### src/rtl/alu_op_arbiter_pkg.sv
// Shared types for the ALU-op arbiter: FSM state encoding and ALU op codes.
package alu_op_arbiter_pkg;

  localparam int unsigned OP_W = 2;

  typedef enum logic [1:0] {
    ST_IDLE  = 2'd0,
    ST_ISSUE = 2'd1,
    ST_BUSY  = 2'd2,
    ST_DONE  = 2'd3
  } state_e;

  typedef enum logic [OP_W-1:0] {
    OP0 = 2'd0,
    OP1 = 2'd1,
    OP2 = 2'd2,
    OP3 = 2'd3
  } alu_op_e;

endpackage

### src/rtl/alu_op_arbiter_if.sv
// Request/op inputs and decoder-control outputs of the ALU-op arbiter.
interface alu_op_arbiter_if
  import alu_op_arbiter_pkg::*;
#(
  parameter int unsigned NREQ = 4
);
  localparam int unsigned IW = (NREQ > 1) ? $clog2(NREQ) : 1;

  logic [NREQ-1:0]      req;
  logic [OP_W*NREQ-1:0] op_in;
  logic                 flush;
  logic [NREQ-1:0]      grant;
  logic                 S0;
  logic                 S1;
  logic                 enable;
  logic                 busy;
  logic                 done;
  logic [IW-1:0]        done_id;

  modport master (
    output req, op_in, flush,
    input  grant, S0, S1, enable, busy, done, done_id
  );

  modport slave (
    input  req, op_in, flush,
    output grant, S0, S1, enable, busy, done, done_id
  );
endinterface

### src/rtl/alu_op_arbiter_rr_arbiter.sv
// Combinational round-robin pick: first set request scanning from ptr upward, wrapping.
module rr_arbiter #(
  parameter int unsigned NREQ = 4,
  parameter int unsigned IW   = (NREQ > 1) ? $clog2(NREQ) : 1
) (
  input  logic [NREQ-1:0] req,
  input  logic [IW-1:0]   ptr,
  output logic [NREQ-1:0] win_oh_c,
  output logic [IW-1:0]   win_idx_c,
  output logic            any_c
);

  always_comb begin
    int unsigned j;
    logic        found;
    win_oh_c  = '0;
    win_idx_c = '0;
    found     = 1'b0;
    j         = 0;
    for (int unsigned i = 0; i < NREQ; i++) begin
      j = (int'(ptr) + i) % NREQ;
      if (!found && req[IW'(j)]) begin
        win_oh_c[IW'(j)] = 1'b1;
        win_idx_c        = IW'(j);
        found            = 1'b1;
      end
    end
    any_c = found;
  end

endmodule

### src/rtl/alu_op_arbiter.sv
// Round-robin owner of the shared 2-to-4 ALU decoder: grants one requester, drives
// {S1,S0}/enable for OP_CYCLES cycles, then pulses done with the winner's index.
module alu_op_arbiter
  import alu_op_arbiter_pkg::*;
#(
  parameter int unsigned NREQ      = 4,
  parameter int unsigned OP_CYCLES = 3
) (
  input logic             clk,
  input logic             rst,
  alu_op_arbiter_if.slave bus
);

  localparam int unsigned IW = (NREQ > 1) ? $clog2(NREQ) : 1;
  localparam int unsigned CW = $clog2(OP_CYCLES + 1);

  state_e          state_q, state_d;
  alu_op_e         op_q, op_d;
  logic [IW-1:0]   win_q, win_d;
  logic [IW-1:0]   ptr_q, ptr_d;
  logic [CW-1:0]   cnt_q, cnt_d;
  logic [NREQ-1:0] grant_q, grant_d;
  logic [1:0]      sel_q, sel_d;
  logic            enable_q, enable_d;
  logic            busy_q, busy_d;
  logic            done_q, done_d;
  logic [IW-1:0]   done_id_q, done_id_d;

  logic [NREQ-1:0] pick_oh_c;
  logic [IW-1:0]   pick_idx_c;
  logic            pick_any_c;

  rr_arbiter #(.NREQ(NREQ), .IW(IW)) u_rr (
    .req       (bus.req),
    .ptr       (ptr_q),
    .win_oh_c  (pick_oh_c),
    .win_idx_c (pick_idx_c),
    .any_c     (pick_any_c)
  );

  // Next state and next registered outputs; outputs are computed for the state being entered.
  always_comb begin
    state_d   = state_q;
    op_d      = op_q;
    win_d     = win_q;
    ptr_d     = ptr_q;
    cnt_d     = cnt_q;
    grant_d   = '0;
    sel_d     = 2'b00;
    enable_d  = 1'b0;
    done_d    = 1'b0;
    done_id_d = '0;

    case (state_q)
      ST_IDLE: begin
        if (pick_any_c) begin
          state_d  = ST_ISSUE;
          op_d     = alu_op_e'(bus.op_in[{pick_idx_c, 1'b0} +: OP_W]);
          win_d    = pick_idx_c;
          cnt_d    = CW'(1);
          grant_d  = pick_oh_c;
          enable_d = 1'b1;
          sel_d    = op_d;
        end
      end
      ST_ISSUE: begin
        if (bus.flush) begin
          state_d = ST_IDLE;
          cnt_d   = '0;
        end else if (OP_CYCLES > 1) begin
          state_d  = ST_BUSY;
          cnt_d    = CW'(2);
          enable_d = 1'b1;
          sel_d    = op_q;
        end else begin
          state_d   = ST_DONE;
          sel_d     = op_q;
          done_d    = 1'b1;
          done_id_d = win_q;
        end
      end
      ST_BUSY: begin
        if (bus.flush) begin
          state_d = ST_IDLE;
          cnt_d   = '0;
        end else if (cnt_q == CW'(OP_CYCLES)) begin
          state_d   = ST_DONE;
          sel_d     = op_q;
          done_d    = 1'b1;
          done_id_d = win_q;
        end else begin
          cnt_d    = cnt_q + CW'(1);
          enable_d = 1'b1;
          sel_d    = op_q;
        end
      end
      ST_DONE: begin
        state_d = ST_IDLE;
        cnt_d   = '0;
        ptr_d   = (win_q == IW'(NREQ - 1)) ? '0 : win_q + IW'(1);
      end
      default: state_d = ST_IDLE;
    endcase

    busy_d = (state_d != ST_IDLE);
  end

  always_ff @(posedge clk or posedge rst) begin
    if (rst) begin
      state_q   <= ST_IDLE;
      op_q      <= OP0;
      win_q     <= '0;
      ptr_q     <= '0;
      cnt_q     <= '0;
      grant_q   <= '0;
      sel_q     <= 2'b00;
      enable_q  <= 1'b0;
      busy_q    <= 1'b0;
      done_q    <= 1'b0;
      done_id_q <= '0;
    end else begin
      state_q   <= state_d;
      op_q      <= op_d;
      win_q     <= win_d;
      ptr_q     <= ptr_d;
      cnt_q     <= cnt_d;
      grant_q   <= grant_d;
      sel_q     <= sel_d;
      enable_q  <= enable_d;
      busy_q    <= busy_d;
      done_q    <= done_d;
      done_id_q <= done_id_d;
    end
  end

  assign bus.grant   = grant_q;
  assign bus.S0      = sel_q[0];
  assign bus.S1      = sel_q[1];
  assign bus.enable  = enable_q;
  assign bus.busy    = busy_q;
  assign bus.done    = done_q;
  assign bus.done_id = done_id_q;

endmodule

### src/flat_wrapper.sv
// flat-port wrapper written by rule: the top's interface ports become plain ports
module alu_op_arbiter_flat import alu_op_arbiter_pkg::*;
#(
  parameter int unsigned NREQ      = 4,
  parameter int unsigned OP_CYCLES = 3
)
  (clk, rst, bus_req, bus_op_in, bus_flush, bus_grant, bus_S0, bus_S1, bus_enable, bus_busy, bus_done, bus_done_id);
  alu_op_arbiter_if #(.NREQ(NREQ)) bus_i ();
  input logic clk;
  input logic rst;
  input wire logic [$bits(bus_i.req)-1:0] bus_req;
  input wire logic [$bits(bus_i.op_in)-1:0] bus_op_in;
  input wire logic [$bits(bus_i.flush)-1:0] bus_flush;
  output wire logic [$bits(bus_i.grant)-1:0] bus_grant;
  output wire logic [$bits(bus_i.S0)-1:0] bus_S0;
  output wire logic [$bits(bus_i.S1)-1:0] bus_S1;
  output wire logic [$bits(bus_i.enable)-1:0] bus_enable;
  output wire logic [$bits(bus_i.busy)-1:0] bus_busy;
  output wire logic [$bits(bus_i.done)-1:0] bus_done;
  output wire logic [$bits(bus_i.done_id)-1:0] bus_done_id;
  assign bus_i.req = bus_req;
  assign bus_i.op_in = bus_op_in;
  assign bus_i.flush = bus_flush;
  assign bus_grant = bus_i.grant;
  assign bus_S0 = bus_i.S0;
  assign bus_S1 = bus_i.S1;
  assign bus_enable = bus_i.enable;
  assign bus_busy = bus_i.busy;
  assign bus_done = bus_i.done;
  assign bus_done_id = bus_i.done_id;
  alu_op_arbiter #(.NREQ(NREQ), .OP_CYCLES(OP_CYCLES)) u_core (.clk(clk), .rst(rst), .bus(bus_i));
endmodule
### config.mk
export PLATFORM = sky130hd
export DESIGN_NAME = alu_op_arbiter_flat
export DESIGN_NICKNAME = d
export VERILOG_FILES = /design/src/rtl/alu_op_arbiter_pkg.sv /design/src/rtl/alu_op_arbiter_if.sv /design/src/rtl/alu_op_arbiter_rr_arbiter.sv /design/src/rtl/alu_op_arbiter.sv /design/src/flat_wrapper.sv
export SDC_FILE = /design/constraint.sdc
export NUM_CORES = 1
export LEC_CHECK = 0
export CORE_UTILIZATION = 56
export DETAILED_ROUTE_END_ITERATION = 16
export HOLD_SLACK_MARGIN = 0.1
export PLACE_DENSITY = 0.95
export SLEW_MARGIN = 20
export SYNTH_ARGS = -nofsm -noshare
export SYNTH_HDL_FRONTEND = slang
export SYNTH_SLANG_ARGS = --single-unit
### constraint.sdc
create_clock -name clk -period 9.2 [get_ports clk]
set_clock_uncertainty 0.2 [all_clocks]
set_input_delay 1.38 -clock clk [delete_from_list [all_inputs] [get_ports clk]]
set_output_delay 1.38 -clock clk [all_outputs]
set_load 0.1 [all_outputs]
==> impl_metrics.prom <==
# TYPE chip_impl_metric gauge
chip_impl_metric{name="final_max_slew_viol_count",unit=""} 0
chip_impl_metric{name="mappedNetlistArea",unit="sq um"} 1420
chip_impl_metric{name="final.min_clock_period",unit="ns"} 3.99
chip_impl_metric{name="totalNegativeSetupSlack",unit="ns"} 0
chip_impl_metric{name="clock-sinks",unit=""} 21
chip_impl_info{name="reg2reg_from",value="u_core.ptr_q[0]$_DFFE_PP0N_"} 1
chip_impl_metric{name="ios",unit=""} 26
chip_impl_metric{name="worst_ep_required_time",unit="ns"} 9.20
chip_impl_metric{name="dr_wl_met2",unit="mm"} 1.56
chip_impl_metric{name="synth_nets",unit=""} 163
chip_impl_metric{name="detailedRoute.firstIterationViolations",unit=""} 26
chip_impl_info{name="min_to",value="u_core.sel_q[0]$_DFF_PP0_"} 1
chip_impl_info{name="cp-start-kind",value="input pin"} 1
chip_impl_metric{name="post_cts.repair.setup_buffers",unit=""} 0
chip_impl_metric{name="power_leakage",unit="nW"} 0.717
chip_impl_metric{name="fp.dieH",unit="microns"} 52.3
chip_impl_metric{name="fmax",unit="MHz"} 251
chip_impl_metric{name="worst_skew_pair.late_latency",unit="ns"} 0.30
chip_impl_metric{name="synthDistinctLibCells",unit=""} 41
chip_impl_metric{name="drc",unit=""} 0
chip_impl_metric{name="netlist_instances",unit=""} 134
chip_impl_metric{name="share_of_post_route_cells_with_drive_strength_above_1",unit="%"} 11.4
chip_impl_metric{name="vias",unit=""} 1168
chip_impl_metric{name="hold_viol_final",unit=""} 0
chip_impl_metric{name="cts_max_level",unit=""} 1
chip_impl_metric{name="chipWidth",unit="microns"} 52.3
chip_impl_metric{name="power.ir.vdd_worst",unit="uV"} 318
chip_impl_metric{name="cp_data_arrival_time",unit="ns"} 3.99
chip_impl_info{name="clock_tree_from_tritoncts",value="yes"} 1
chip_impl_metric{name="route.met3.wl",unit="microns"} 212
chip_impl_metric{name="r2r_setup_slack",unit="ns"} 5.50
chip_impl_metric{name="design.final.nets",unit=""} 188
chip_impl_metric{name="critPathMaxFanout",unit=""} 11
chip_impl_metric{name="dp_hpwl",unit="mm"} 2.42
chip_impl_metric{name="cts_inserted_buffers",unit=""} 3
chip_impl_metric{name="gpl.final_weighted_congestion",unit=""} 0.912
chip_impl_metric{name="antenna_found_initial",unit=""} 0
chip_impl_metric{name="timing.final.crit_share",unit="%"} 43.4
chip_impl_metric{name="power_density",unit="nW/um^2"} 399
chip_impl_metric{name="maximum_number_of_pins_on_one_net_before_global_route_repair",unit=""} 22
chip_impl_metric{name="timing.reg2reg.worst_path_depth",unit=""} 7
chip_impl_metric{name="area_of_the_core_region",unit="sq um"} 2300
chip_impl_metric{name="via_per_inst",unit=""} 6.28
chip_impl_metric{name="detail-route-antenna-nets",unit=""} 0
chip_impl_metric{name="routed_wire_length_per_instance",unit="microns"} 17.5
chip_impl_metric{name="design_power_total",unit="mW"} 0.675
chip_impl_metric{name="cts_max_path_buffers",unit=""} 2
chip_impl_metric{name="vias_in_the_first_global_route",unit=""} 1093
chip_impl_info{name="worst-setup-path-type",value="in -> reg"} 1
chip_impl_metric{name="track_usage",unit="%"} 26.9
chip_impl_info{name="worst_r2r_endpoint",value="u_core.op_q[1]$_DFFE_PP0P_"} 1
chip_impl_metric{name="cts_hold_buf",unit=""} 0
chip_impl_info{name="critPathCaptureType",value="register"} 1
chip_impl_metric{name="initial_utilization",unit="%"} 61.7
chip_impl_metric{name="setup_violation_total_in_the_final_timing_report",unit=""} 0
chip_impl_metric{name="clk_transition_reported_paths",unit="ns"} 0.11
chip_impl_metric{name="fillCellCount",unit=""} 157
chip_impl_metric{name="num_antenna_cells",unit=""} 0
chip_impl_metric{name="met1_length",unit="mm"} 1.38
chip_impl_metric{name="multi_input_area",unit="sq um"} 827
chip_impl_info{name="hold_start",value="u_core.op_q[0]$_DFFE_PP0P_"} 1
chip_impl_info{name="hold_path_class",value="reg -> reg"} 1
chip_impl_metric{name="rows",unit=""} 17
chip_impl_metric{name="worst_pin_slew",unit="ns"} 0.975
chip_impl_metric{name="seq_area",unit="sq um"} 526
chip_impl_metric{name="avgSynthCellArea",unit="sq um"} 10.6
chip_impl_info{name="rsz0062_at_grt",value="no"} 1
chip_impl_metric{name="routed_wl",unit="mm"} 3.25
chip_impl_metric{name="max-slew-margin-rel",unit="%"} 34.8
chip_impl_info{name="top_layer_used",value="met4"} 1
chip_impl_metric{name="grt_pass1_wl",unit="mm"} 5.27
chip_impl_metric{name="port_buffers",unit=""} 25
chip_impl_info{name="status",value="finished, final reports clean"} 1
chip_impl_metric{name="maxCapViolCount",unit=""} 0
chip_impl_info{name="cts_root_buf",value="clkbuf_4"} 1
chip_impl_metric{name="yosysSeqAreaShare",unit="%"} 37.1
chip_impl_metric{name="pre_repair_dr_iteration_count",unit=""} 4
chip_impl_metric{name="synth-seq-cells",unit=""} 21
chip_impl_metric{name="areaGrowthSynthToFinish",unit="%"} 19.2
chip_impl_metric{name="die-area",unit="sq um"} 2740
chip_impl_metric{name="whs_path_depth",unit=""} 1
chip_impl_metric{name="globalRouteOverflowTotal",unit=""} 0
chip_impl_metric{name="cts_resized",unit=""} 0
chip_impl_metric{name="synthesis.yosys.warnings",unit=""} 0
## flip-flops by register name, summed over array words and instances, names as in the netlist
| name | cells |
|---|---|
| u_core.bus.busy | 1 |
| u_core.bus.done | 1 |
| u_core.bus.done_id | 2 |
| u_core.bus.enable | 1 |
| u_core.bus.grant | 4 |
| u_core.cnt_q | 2 |
| u_core.op_q | 2 |
| u_core.ptr_q | 2 |
| u_core.sel_q | 2 |
| u_core.state_q | 2 |
| u_core.win_q | 2 |
## worst max-delay path by stage
stage,slack [ns],endpoint,start
finish,5.21,u_core.op_q[1]$_DFFE_PP0P_,bus_req[1]
global placement,5.08,u_core.op_q[0]$_DFFE_PP0P_,bus_req[0]
detailed placement,4.93,u_core.op_q[1]$_DFFE_PP0P_,bus_req[0]
global route,5.12,u_core.op_q[1]$_DFFE_PP0P_,bus_req[1]
CTS,5.24,u_core.op_q[1]$_DFFE_PP0P_,bus_req[1]
floorplan,5.64,u_core.op_q[0]$_DFFE_PP0P_,bus_req[2]
## cell usage after synthesis, drive strengths merged
| cell type | number | area [sq um] |
|---|---|---|
| o21a | 1 | 15.0 |
| or2b | 2 | 15.0 |
| o32a | 1 | 10.0 |
| nor3b | 1 | 7.51 |
| or2 | 1 | 6.26 |
| o32ai | 1 | 8.76 |
| and2 | 1 | 6.26 |
| buf | 4 | 35.0 |
| a32oi | 1 | 16.3 |
| o22ai | 1 | 6.26 |
| ha | 14 | 175 |
| a221oi | 4 | 35.0 |
| a22oi | 5 | 37.5 |
| mux4 | 5 | 116 |
| or4 | 1 | 8.76 |
| nor2b | 2 | 20.0 |
| a22o | 2 | 17.5 |
| nor3 | 3 | 20.0 |
| o21ai | 6 | 30.0 |
| a32o | 1 | 10.0 |
| nand3 | 2 | 10.0 |
| nand2 | 9 | 33.8 |
| a21oi | 6 | 33.8 |
| a21boi | 1 | 7.51 |
| nor4 | 1 | 6.26 |
| nor2 | 16 | 60.1 |
| dfrtp | 21 | 526 |
| clkbuf | 1 | 3.75 |
| and3 | 2 | 12.5 |
| inv | 7 | 26.3 |
| nand3b | 2 | 15.0 |
| mux2 | 3 | 33.8 |
| nand2b | 4 | 25.0 |
| a31oi | 2 | 27.5 |
## worst max-delay path, cell delays in order
cell	delay, ns
clkdlybuf4s50_1	0.62
or2b_1	0.29
a32oi_2	0.53
nor3_2	0.15
o32a_1	0.42
mux4_2	0.31
mux2_2	0.28
## layout by cell type, fill, tap and decap left out, types with 3 or more instances in the layout
cell	synthesis	layout
clkdlybuf4s50_1	0	25
ha_1	14	14
dfrtp_1	21	21
inv_1	7	7
a22oi_1	5	5
nand2_1	9	9
clkbuf_4	0	3
a221oi_1	4	4
a21oi_1	5	5
mux2_2	3	3
mux4_2	4	4
nor2_1	16	16
o21ai_0	6	6
nand2b_1	4	4
## cells by family after synthesis
group	Yosys count	share of synthesized area [%]
compound gates	32	18.0
mux	8	10.6
flops	21	37.1
simple gates	47	17.4
fa+ha+maj	14	12.4
buf+inv	12	4.59
## report_power, final
part / switching (mW) / internal, mW / total (mW)
Combinational: 0.289 / 0.172 / 0.461
Sequential: 0.0384 / 0.130 / 0.169
Clock: 0.0285 / 0.0169 / 0.0454
## final cells by class
| type | instances | share of cell area (%) |
|---|---|---|
| clock buffer | 4 | 1.55 |
| inverter | 7 | 1.55 |
| multi-input combinational | 101 | 48.9 |
| sequential | 21 | 31.1 |
| tap | 28 | 2.07 |
| timing repair buffer | 25 | 14.8 |
## layer usage
layer | vias to the layer above | global-route usage (%)
met2 | 63 | 44.7
met4 | 0 | 14.5
met5 | - | 0
met3 | 8 | 2.03
met1 | 556 | 34.6
li1 | 541 | -
## metrics by stage
step,setup WS [ns],area [sq um],hold slack [ns],util (%),cells
6_report,5.21,1690,0.315,73.6,186
5_1_grt,5.12,1690,0.358,73.6,186
4_1_cts,5.24,1690,0.310,73.6,186
3_5_place_dp,4.93,1660,0.282,72.4,182
3_3_place_gp,5.08,1660,0.286,72.4,182
2_1_floorplan,5.64,1420,0.260,-,134
Note: power is estimated with default switching activity, not from simulation.
